## config.mk

```make
export PLATFORM = sky130hd
export DESIGN_NAME = wb_commit_unit_flat
export DESIGN_NICKNAME = d
export VERILOG_FILES = /design/src/rtl/wb_commit_unit_if.sv /design/src/rtl/wb_commit_unit.sv /design/src/flat_wrapper.sv
export SDC_FILE = /design/constraint.sdc
export NUM_CORES = 1
export LEC_CHECK = 0
export CAP_MARGIN = 5
export CELL_PAD_IN_SITES_DETAIL_PLACEMENT = 0
export CELL_PAD_IN_SITES_GLOBAL_PLACEMENT = 1
export CORE_MARGIN = 4
export CORE_UTILIZATION = 36
export DETAILED_ROUTE_END_ITERATION = 8
export GPL_TIMING_DRIVEN = 0
export HOLD_SLACK_MARGIN = 0.12
export MAX_ROUTING_LAYER = met4
export PLACE_DENSITY_LB_ADDON = 0.1
export SLEW_MARGIN = 20
export SYNTH_ARGS = -nofsm -noshare
export SYNTH_HDL_FRONTEND = slang
export SYNTH_SLANG_ARGS = --single-unit
```

## constraint.sdc

```tcl
create_clock -name clk -period 4.4 [get_ports clk]
set_clock_uncertainty 0.15 [all_clocks]
set_input_delay 0.88 -clock clk [delete_from_list [all_inputs] [get_ports clk]]
set_output_delay 0.88 -clock clk [all_outputs]
set_load 0.02 [all_outputs]
```

## src/rtl/wb_commit_unit_if.sv

```systemverilog
// MEM -> WB commit bundle handshake: MEM drives the master side, the commit unit is the slave.
interface wb_commit_unit_if #(
  parameter int unsigned COMMIT_W = 2,
  parameter int unsigned DATA_W   = 32,
  parameter int unsigned EXCP_W   = 16,
  parameter int unsigned RIDX_W   = 5
);
  logic                       in_valid;
  logic                       in_ready;
  logic [COMMIT_W-1:0]        in_slot_valid;
  logic [COMMIT_W*DATA_W-1:0] in_pc;
  logic [COMMIT_W-1:0]        in_wreg_en;
  logic [COMMIT_W*RIDX_W-1:0] in_wreg_idx;
  logic [COMMIT_W*DATA_W-1:0] in_wdata;
  logic [COMMIT_W*DATA_W-1:0] in_mem_addr;
  logic [COMMIT_W*EXCP_W-1:0] in_excp_num;
  logic [COMMIT_W-1:0]        in_ertn;

  modport master (
    output in_valid, in_slot_valid, in_pc, in_wreg_en, in_wreg_idx,
           in_wdata, in_mem_addr, in_excp_num, in_ertn,
    input  in_ready
  );

  modport slave (
    input  in_valid, in_slot_valid, in_pc, in_wreg_en, in_wreg_idx,
           in_wdata, in_mem_addr, in_excp_num, in_ertn,
    output in_ready
  );
endinterface

```

## src/rtl/wb_commit_unit.sv

```systemverilog
// N-wide in-order writeback/commit stage: retires slots older than the first trap and raises flushes.
// Optional WB_SOFT_INT_EN adds a soft_int input that forces an INT trap on slot 0.
module wb_commit_unit #(
  parameter int unsigned COMMIT_W = 2,
  parameter int unsigned DATA_W   = 32,
  parameter int unsigned EXCP_W   = 16,
  parameter int unsigned RIDX_W   = 5
) (
  input  logic                       clk,
  input  logic                       reset,
  input  logic                       icache_busy,
`ifdef WB_SOFT_INT_EN
  input  logic                       soft_int,
`endif
  wb_commit_unit_if.slave            mem,
  output logic [COMMIT_W-1:0]        rf_we,
  output logic [COMMIT_W*RIDX_W-1:0] rf_waddr,
  output logic [COMMIT_W*DATA_W-1:0] rf_wdata,
  output logic                       excp_flush,
  output logic                       ertn_flush,
  output logic [DATA_W-1:0]          excp_era,
  output logic [5:0]                 ecode,
  output logic [8:0]                 esubcode,
  output logic [DATA_W-1:0]          badv,
  output logic                       badv_valid,
  output logic [31:0]                retire_cnt
);
  localparam int unsigned CNT_W = $clog2(COMMIT_W + 1);

  typedef enum logic [1:0] {RUN = 2'd0, WAIT_IC = 2'd1, FLUSH = 2'd2} state_e;
  typedef enum logic [1:0] {BADV_NONE = 2'd0, BADV_PC = 2'd1, BADV_ADDR = 2'd2} badv_src_e;

  state_e                     state;
  logic                       buf_valid;
  logic [COMMIT_W-1:0]        buf_slot_valid, buf_wreg_en, buf_ertn;
  logic [COMMIT_W*DATA_W-1:0] buf_pc, buf_wdata, buf_mem_addr;
  logic [COMMIT_W*RIDX_W-1:0] buf_wreg_idx;
  logic [COMMIT_W*EXCP_W-1:0] buf_excp_num;

  logic [COMMIT_W-1:0] live, below_t, we_raw;
  logic                has_trap, trap_excp, soft_hit, found, bit_found;
  logic [EXCP_W-1:0]   trap_vec;
  logic [DATA_W-1:0]   trap_pc, trap_addr;
  logic                commit, do_flush, in_ready_c, load;
  logic [CNT_W-1:0]    retire_inc;
  logic [5:0]          exc_code;
  logic [8:0]          exc_sub;
  badv_src_e           badv_src;

`ifdef WB_SOFT_INT_EN
  assign soft_hit = buf_valid & soft_int;
`else
  assign soft_hit = 1'b0;
`endif

  assign live = buf_slot_valid & {COMMIT_W{buf_valid}};

  // Oldest live slot carrying an exception or ERTN; below_t marks slots strictly older than it.
  always_comb begin
    found     = 1'b0;
    trap_vec  = '0;
    trap_pc   = '0;
    trap_addr = '0;
    below_t   = '0;
    for (int k = 0; k < COMMIT_W; k++) begin
      if (!found && live[k] &&
          (buf_excp_num[k*EXCP_W +: EXCP_W] != '0 || buf_ertn[k])) begin
        found     = 1'b1;
        trap_vec  = buf_excp_num[k*EXCP_W +: EXCP_W];
        trap_pc   = buf_pc[k*DATA_W +: DATA_W];
        trap_addr = buf_mem_addr[k*DATA_W +: DATA_W];
      end
      below_t[k] = !found;
    end
    if (soft_hit) begin
      found     = 1'b1;
      trap_vec  = EXCP_W'(1);
      trap_pc   = buf_pc[DATA_W-1:0];
      trap_addr = '0;
      below_t   = '0;
    end
    has_trap = found;
  end

  assign trap_excp  = (trap_vec != '0);
  assign commit     = buf_valid & (!has_trap | !icache_busy);
  assign do_flush   = commit & has_trap;
  assign in_ready_c = reset & (state == RUN) & (!buf_valid | commit);
  assign load       = mem.in_valid & in_ready_c & !do_flush;
  assign mem.in_ready = in_ready_c;

  // Regfile writes; a younger retiring slot to the same register masks the older one.
  always_comb begin
    we_raw     = live & below_t & buf_wreg_en;
    rf_we      = '0;
    rf_waddr   = '0;
    rf_wdata   = '0;
    retire_inc = '0;
    for (int k = 0; k < COMMIT_W; k++) begin
      if (buf_wreg_idx[k*RIDX_W +: RIDX_W] == '0) we_raw[k] = 1'b0;
    end
    for (int k = 0; k < COMMIT_W; k++) begin
      rf_we[k] = commit & we_raw[k];
      for (int j = k + 1; j < COMMIT_W; j++) begin
        if (we_raw[j] && buf_wreg_idx[j*RIDX_W +: RIDX_W] == buf_wreg_idx[k*RIDX_W +: RIDX_W])
          rf_we[k] = 1'b0;
      end
      if (rf_we[k]) begin
        rf_waddr[k*RIDX_W +: RIDX_W] = buf_wreg_idx[k*RIDX_W +: RIDX_W];
        rf_wdata[k*DATA_W +: DATA_W] = buf_wdata[k*DATA_W +: DATA_W];
      end
      if (live[k] && below_t[k]) retire_inc = retire_inc + CNT_W'(1);
    end
  end

  // Lowest set excp_num bit selects ecode/esubcode and the badv source.
  always_comb begin
    exc_code  = '0;
    exc_sub   = '0;
    badv_src  = BADV_NONE;
    bit_found = 1'b0;
    for (int b = 0; b < EXCP_W; b++) begin
      if (!bit_found && trap_vec[b]) begin
        bit_found = 1'b1;
        case (b)
          0:       begin exc_code = 6'h00; badv_src = BADV_NONE; end
          1:       begin exc_code = 6'h08; badv_src = BADV_PC;   end
          2:       begin exc_code = 6'h3F; badv_src = BADV_PC;   end
          3:       begin exc_code = 6'h03; badv_src = BADV_PC;   end
          4:       begin exc_code = 6'h07; badv_src = BADV_PC;   end
          5:       begin exc_code = 6'h0B; badv_src = BADV_NONE; end
          6:       begin exc_code = 6'h0C; badv_src = BADV_NONE; end
          7:       begin exc_code = 6'h0D; badv_src = BADV_NONE; end
          8:       begin exc_code = 6'h0E; badv_src = BADV_NONE; end
          9:       begin exc_code = 6'h09; badv_src = BADV_ADDR; end
          10:      begin exc_code = 6'h08; exc_sub = 9'd1; badv_src = BADV_ADDR; end
          11:      begin exc_code = 6'h3F; badv_src = BADV_ADDR; end
          12:      begin exc_code = 6'h04; badv_src = BADV_ADDR; end
          13:      begin exc_code = 6'h07; badv_src = BADV_ADDR; end
          14:      begin exc_code = 6'h02; badv_src = BADV_ADDR; end
          15:      begin exc_code = 6'h01; badv_src = BADV_ADDR; end
          default: begin exc_code = 6'h00; badv_src = BADV_NONE; end
        endcase
      end
    end
  end

  assign excp_flush = do_flush & trap_excp;
  assign ertn_flush = do_flush & !trap_excp;
  assign excp_era   = excp_flush ? trap_pc : '0;
  assign ecode      = excp_flush ? exc_code : '0;
  assign esubcode   = excp_flush ? exc_sub : '0;
  assign badv_valid = excp_flush & (badv_src != BADV_NONE);
  assign badv       = !badv_valid ? '0 : ((badv_src == BADV_PC) ? trap_pc : trap_addr);

  // Bundle buffer, flush sequencing and retire counter.
  always_ff @(posedge clk or negedge reset) begin
    if (!reset) begin
      state          <= RUN;
      buf_valid      <= 1'b0;
      buf_slot_valid <= '0;
      buf_wreg_en    <= '0;
      buf_ertn       <= '0;
      buf_pc         <= '0;
      buf_wdata      <= '0;
      buf_mem_addr   <= '0;
      buf_wreg_idx   <= '0;
      buf_excp_num   <= '0;
      retire_cnt     <= '0;
    end else begin
      if (commit) retire_cnt <= retire_cnt + 32'(retire_inc);
      case (state)
        RUN:     if (buf_valid && has_trap) state <= icache_busy ? WAIT_IC : FLUSH;
        WAIT_IC: if (commit) state <= has_trap ? FLUSH : RUN;
        FLUSH:   state <= RUN;
        default: state <= RUN;
      endcase
      if (load) begin
        buf_valid      <= 1'b1;
        buf_slot_valid <= mem.in_slot_valid;
        buf_wreg_en    <= mem.in_wreg_en;
        buf_ertn       <= mem.in_ertn;
        buf_pc         <= mem.in_pc;
        buf_wdata      <= mem.in_wdata;
        buf_mem_addr   <= mem.in_mem_addr;
        buf_wreg_idx   <= mem.in_wreg_idx;
        buf_excp_num   <= mem.in_excp_num;
      end else if (commit) begin
        buf_valid <= 1'b0;
      end
    end
  end
endmodule

```

## src/flat_wrapper.sv

```systemverilog
// flat-port wrapper written by rule: the top's interface ports become plain ports
module wb_commit_unit_flat 
#(
  parameter int unsigned COMMIT_W = 2,
  parameter int unsigned DATA_W   = 32,
  parameter int unsigned EXCP_W   = 16,
  parameter int unsigned RIDX_W   = 5
)
  (clk, reset, icache_busy, rf_we, rf_waddr, rf_wdata, excp_flush, ertn_flush, excp_era, ecode, esubcode, badv, badv_valid, retire_cnt, mem_in_valid, mem_in_slot_valid, mem_in_pc, mem_in_wreg_en, mem_in_wreg_idx, mem_in_wdata, mem_in_mem_addr, mem_in_excp_num, mem_in_ertn, mem_in_ready);
  wb_commit_unit_if #(.COMMIT_W(COMMIT_W), .DATA_W(DATA_W), .EXCP_W(EXCP_W), .RIDX_W(RIDX_W)) mem_i ();
  input  logic clk;
  input  logic reset;
  input  logic icache_busy;
  output logic [COMMIT_W-1:0] rf_we;
  output logic [COMMIT_W*RIDX_W-1:0] rf_waddr;
  output logic [COMMIT_W*DATA_W-1:0] rf_wdata;
  output logic excp_flush;
  output logic ertn_flush;
  output logic [DATA_W-1:0] excp_era;
  output logic [5:0] ecode;
  output logic [8:0] esubcode;
  output logic [DATA_W-1:0] badv;
  output logic badv_valid;
  output logic [31:0] retire_cnt;
  input wire logic [$bits(mem_i.in_valid)-1:0] mem_in_valid;
  input wire logic [$bits(mem_i.in_slot_valid)-1:0] mem_in_slot_valid;
  input wire logic [$bits(mem_i.in_pc)-1:0] mem_in_pc;
  input wire logic [$bits(mem_i.in_wreg_en)-1:0] mem_in_wreg_en;
  input wire logic [$bits(mem_i.in_wreg_idx)-1:0] mem_in_wreg_idx;
  input wire logic [$bits(mem_i.in_wdata)-1:0] mem_in_wdata;
  input wire logic [$bits(mem_i.in_mem_addr)-1:0] mem_in_mem_addr;
  input wire logic [$bits(mem_i.in_excp_num)-1:0] mem_in_excp_num;
  input wire logic [$bits(mem_i.in_ertn)-1:0] mem_in_ertn;
  output wire logic [$bits(mem_i.in_ready)-1:0] mem_in_ready;
  assign mem_i.in_valid = mem_in_valid;
  assign mem_i.in_slot_valid = mem_in_slot_valid;
  assign mem_i.in_pc = mem_in_pc;
  assign mem_i.in_wreg_en = mem_in_wreg_en;
  assign mem_i.in_wreg_idx = mem_in_wreg_idx;
  assign mem_i.in_wdata = mem_in_wdata;
  assign mem_i.in_mem_addr = mem_in_mem_addr;
  assign mem_i.in_excp_num = mem_in_excp_num;
  assign mem_i.in_ertn = mem_in_ertn;
  assign mem_in_ready = mem_i.in_ready;
  wb_commit_unit #(.COMMIT_W(COMMIT_W), .DATA_W(DATA_W), .EXCP_W(EXCP_W), .RIDX_W(RIDX_W)) u_core (.clk(clk), .reset(reset), .icache_busy(icache_busy), .mem(mem_i), .rf_we(rf_we), .rf_waddr(rf_waddr), .rf_wdata(rf_wdata), .excp_flush(excp_flush), .ertn_flush(ertn_flush), .excp_era(excp_era), .ecode(ecode), .esubcode(esubcode), .badv(badv), .badv_valid(badv_valid), .retire_cnt(retire_cnt));
endmodule
```

==> flow_summary.yaml <==
die:
  die_area_sq_um: 41300
  pin_count: 435
  start_util: 0.365
  fp.dieH_um: 203
  rows: 71
  core_sq_um: 37700
  die_w_um: 203
detailed_routing:
  vias_per_cell: 5.08
  wire_per_inst_um: 21.9
  routed-via-count: 11300
  drt_wl_total_um: 48900
  drt_pre_antenna_iters: 5
  detail_route.iter0.violations: 566
  drc: 0
  ant_nets: 0
synthesis:
  synth_top_area_share: 0.501
  ys_types: 63
  ys_top_cells_by_count: "275 x dfrtp_1, 189 x mux2_1, 90 x nor2_1, 76 x and2_1, 53 x nand2_1"
  yosysMostFrequentCell: "dfrtp_1"
  syn_avg_cell_area_sq_um: 11.5
  synth-seq-cells: 275
  synth.area.top_cells: "dfrtp_1 50%, mux2_1 16%, mux2_2 4.3%"
  ys_seq_area_frac: 0.501
  postSynthCellCount: 1199
  synth_area_leader_cell: "dfrtp_1"
  synth_edf_count: 0
  synth_ff_type: "dfrtp_1"
  ys_warn_count: 0
  synth-async-reset-ratio: 1.00
  syn_area_sq_um: 13700
critical_path:
  cp-start-kind: "flip-flop"
  critPathKind: "flip-flop to primary output"
  end_kind: "primary output"
  worst_ep_required_time_ns: 3.37
  path_max_fanout: 10
  arrival_ns: 3.31
global_routing:
  grt-ovfl-total: 0
  grt_pass1_vias: 12000
  grt_pass1_wl_um: 73800
  antenna_found_initial: 11
  grt_usage: 0.240
  grt_max_degree: 91
placed_design:
  finalWeightedCongestion: 0.916
  port_buffers: 425
  hpwlAfterDp_um: 37100
pwr:
  p_leak_uw: 0.0104
  powerDensity_nw_per_um2: 281
  finalPower_uw: 5640
  ir_drop_mv: 0.263
cts:
  htree_levels: 2
  clockBufferDepth: 3
  root_buffer: "clkbuf_16"
  cts.sinks: 275
  insertion_delay_ns: 0.53
  cts_tree: "done"
  path_clk_slew_ns: 0.06
  numCtsBuffers: 35
layout:
  syn_to_final_growth_pct: 46.3
  utilization: 0.533
  drive_above_1_share: 0.164
  final_nets: 1935
  register_area_sq_um: 6890
  multi_input_area_sq_um: 6400
  n_fill_cell: 3542
timing:
  maxSlewViolCount: 0
  finalSetupTns_ns: 0
  tightestPinTransition_ns: 0.680
  finalCritPeriodShare: 0.986
  setup_viol: 0
  relSlewSlack: 0.547
  timing.fmax_ghz: 0.230
  finalHoldViolations: 0
  fin_crit_ns: 4.34
status:
  status: "complete, no violations"
flow_run:
  max_cap_violations: 0
hold_path:
  hp-class: "flip-flop to flip-flop"
## registers in the layout, indices dropped and copies added (netlist names)
name and flops:
u_core.buf_wreg_en 2, u_core.buf_excp_num 32, u_core.buf_slot_valid 2, u_core.buf_mem_addr 64, u_core.state 2, u_core.retire_cnt 32, u_core.buf_pc 64, u_core.buf_valid 1
u_core.buf_ertn 2, u_core.buf_wdata 64, u_core.buf_wreg_idx 10
## placed cells by master (no fill, tap or decap), types with 18 or more instances in the layout
master,netlist,routed
mux2_1,189,189
nor3_1,23,19
buf_4,14,37
mux2_2,52,52
buf_6,19,21
nor2_1,90,87
o21a_1,32,32
xor2_1,18,18
o211a_1,32,32
nand2_1,53,51
clkdlybuf4s50_1,0,298
dfrtp_1,275,271
and2_1,76,76
clkbuf_2,2,46
dlygate4sd2_1,0,75
a21oi_1,46,46
clkbuf_16,0,35
a31oi_1,36,33
nand3_1,46,46
## cell families after synthesis
logic type	count (synthesis)	share of synthesized area
DFF	275	0.501
AOI/OAI and AO/OA	179	0.0932
buffers and inverters	109	0.0454
and+or+nand+nor	352	0.134
adders and majority gates	4	0.00419
xor gates and xnor gates	35	0.0223
muxes	244	0.200
other	1	0.000273
## worst paths after layout
kind                                                     start                            endpoint  slack [ns]  cells after the start
setup reg to reg           u_core.buf_excp_num[18]$_DFFE_PN0P_   u_core.retire_cnt[14]$_DFFE_PN0P_        0.30                     16
hold reg to reg                    u_core.state[1]$_DFFE_PN0P_         u_core.state[0]$_DFFE_PN0P_        0.30                      1
setup / recovery                  u_core.buf_valid$_DFFE_PN0P_                          ertn_flush        0.06                      8
max in group asynchronous                                reset       u_core.buf_pc[37]$_DFFE_PN0P_        2.30                      4
min in group asynchronous                                reset  u_core.buf_excp_num[7]$_DFFE_PN0P_        0.71                      2
hold / removal                     u_core.state[1]$_DFFE_PN0P_         u_core.state[0]$_DFFE_PN0P_        0.30                      1
## worst max-delay path, stage by stage, from the launching register on
cell	delay, ns
dfrtp_1	0.56
and2_1	0.18
buf_4	0.25
o21ai_4	0.12
buf_4	0.15
buf_4	0.18
buf_4	0.19
a211oi_1	0.43
clkdlybuf4s50_1	0.70
## timing repair
action                                  in CTS  in global routing
hold endpoints to repair                    33                  0
pin swaps                                    6                  3
hold buffers                                 1                  0
gates resized for setup                    202                104
buffers inserted                            20                  1
endpoints found under the setup margin     180                105
## area by class of cell
class                           count  area share
Clock buffer                       49      0.0497
Tap cell                          511      0.0318
Inverter                           16     0.00324
Buffer                             87      0.0326
Clock inverter                     11     0.00542
Sequential cell                   275       0.343
Antenna cell                       11     0.00137
Timing Repair Buffer              450       0.215
Multi-Input combinational cell    822       0.319
## per-layer routing
layer / wire, um / up-vias / GRT usage
met1: 20600 / 5613 / 0.301
li1: - / 5247 / -
met5: 0 / - / -
met2: 22800 / 403 / 0.371
met3: 4310 / 69 / 0.0768
met4: 1260 / 0 / 0.0752
## stage by stage
| stage | hold WS (ns) | instance area [sq um] | cells | setup WS [ns] |
|---|---|---|---|---|
| after global routing | 0.311 | 20100 | 2232 | -0.000672 |
| after global placement | 0.290 | 18700 | 2142 | -11.44 |
| final | 0.301 | 20100 | 2232 | 0.0602 |
| after CTS | 0.299 | 20100 | 2222 | -0.0115 |
| after floorplan | 0.273 | 13800 | 1206 | 0.774 |
| after detailed placement | 0.289 | 18700 | 2145 | -0.809 |
## power by group
group	total, uW	leakage, uW	internal, uW	switching (uW)
logic	293	0.00609	201	92.0
registers	2530	0.00379	2530	0
clock network	2820	0.000554	1690	1120
total	5640	0.0104	4430	1210
Power figures use the tool's default switching activity.
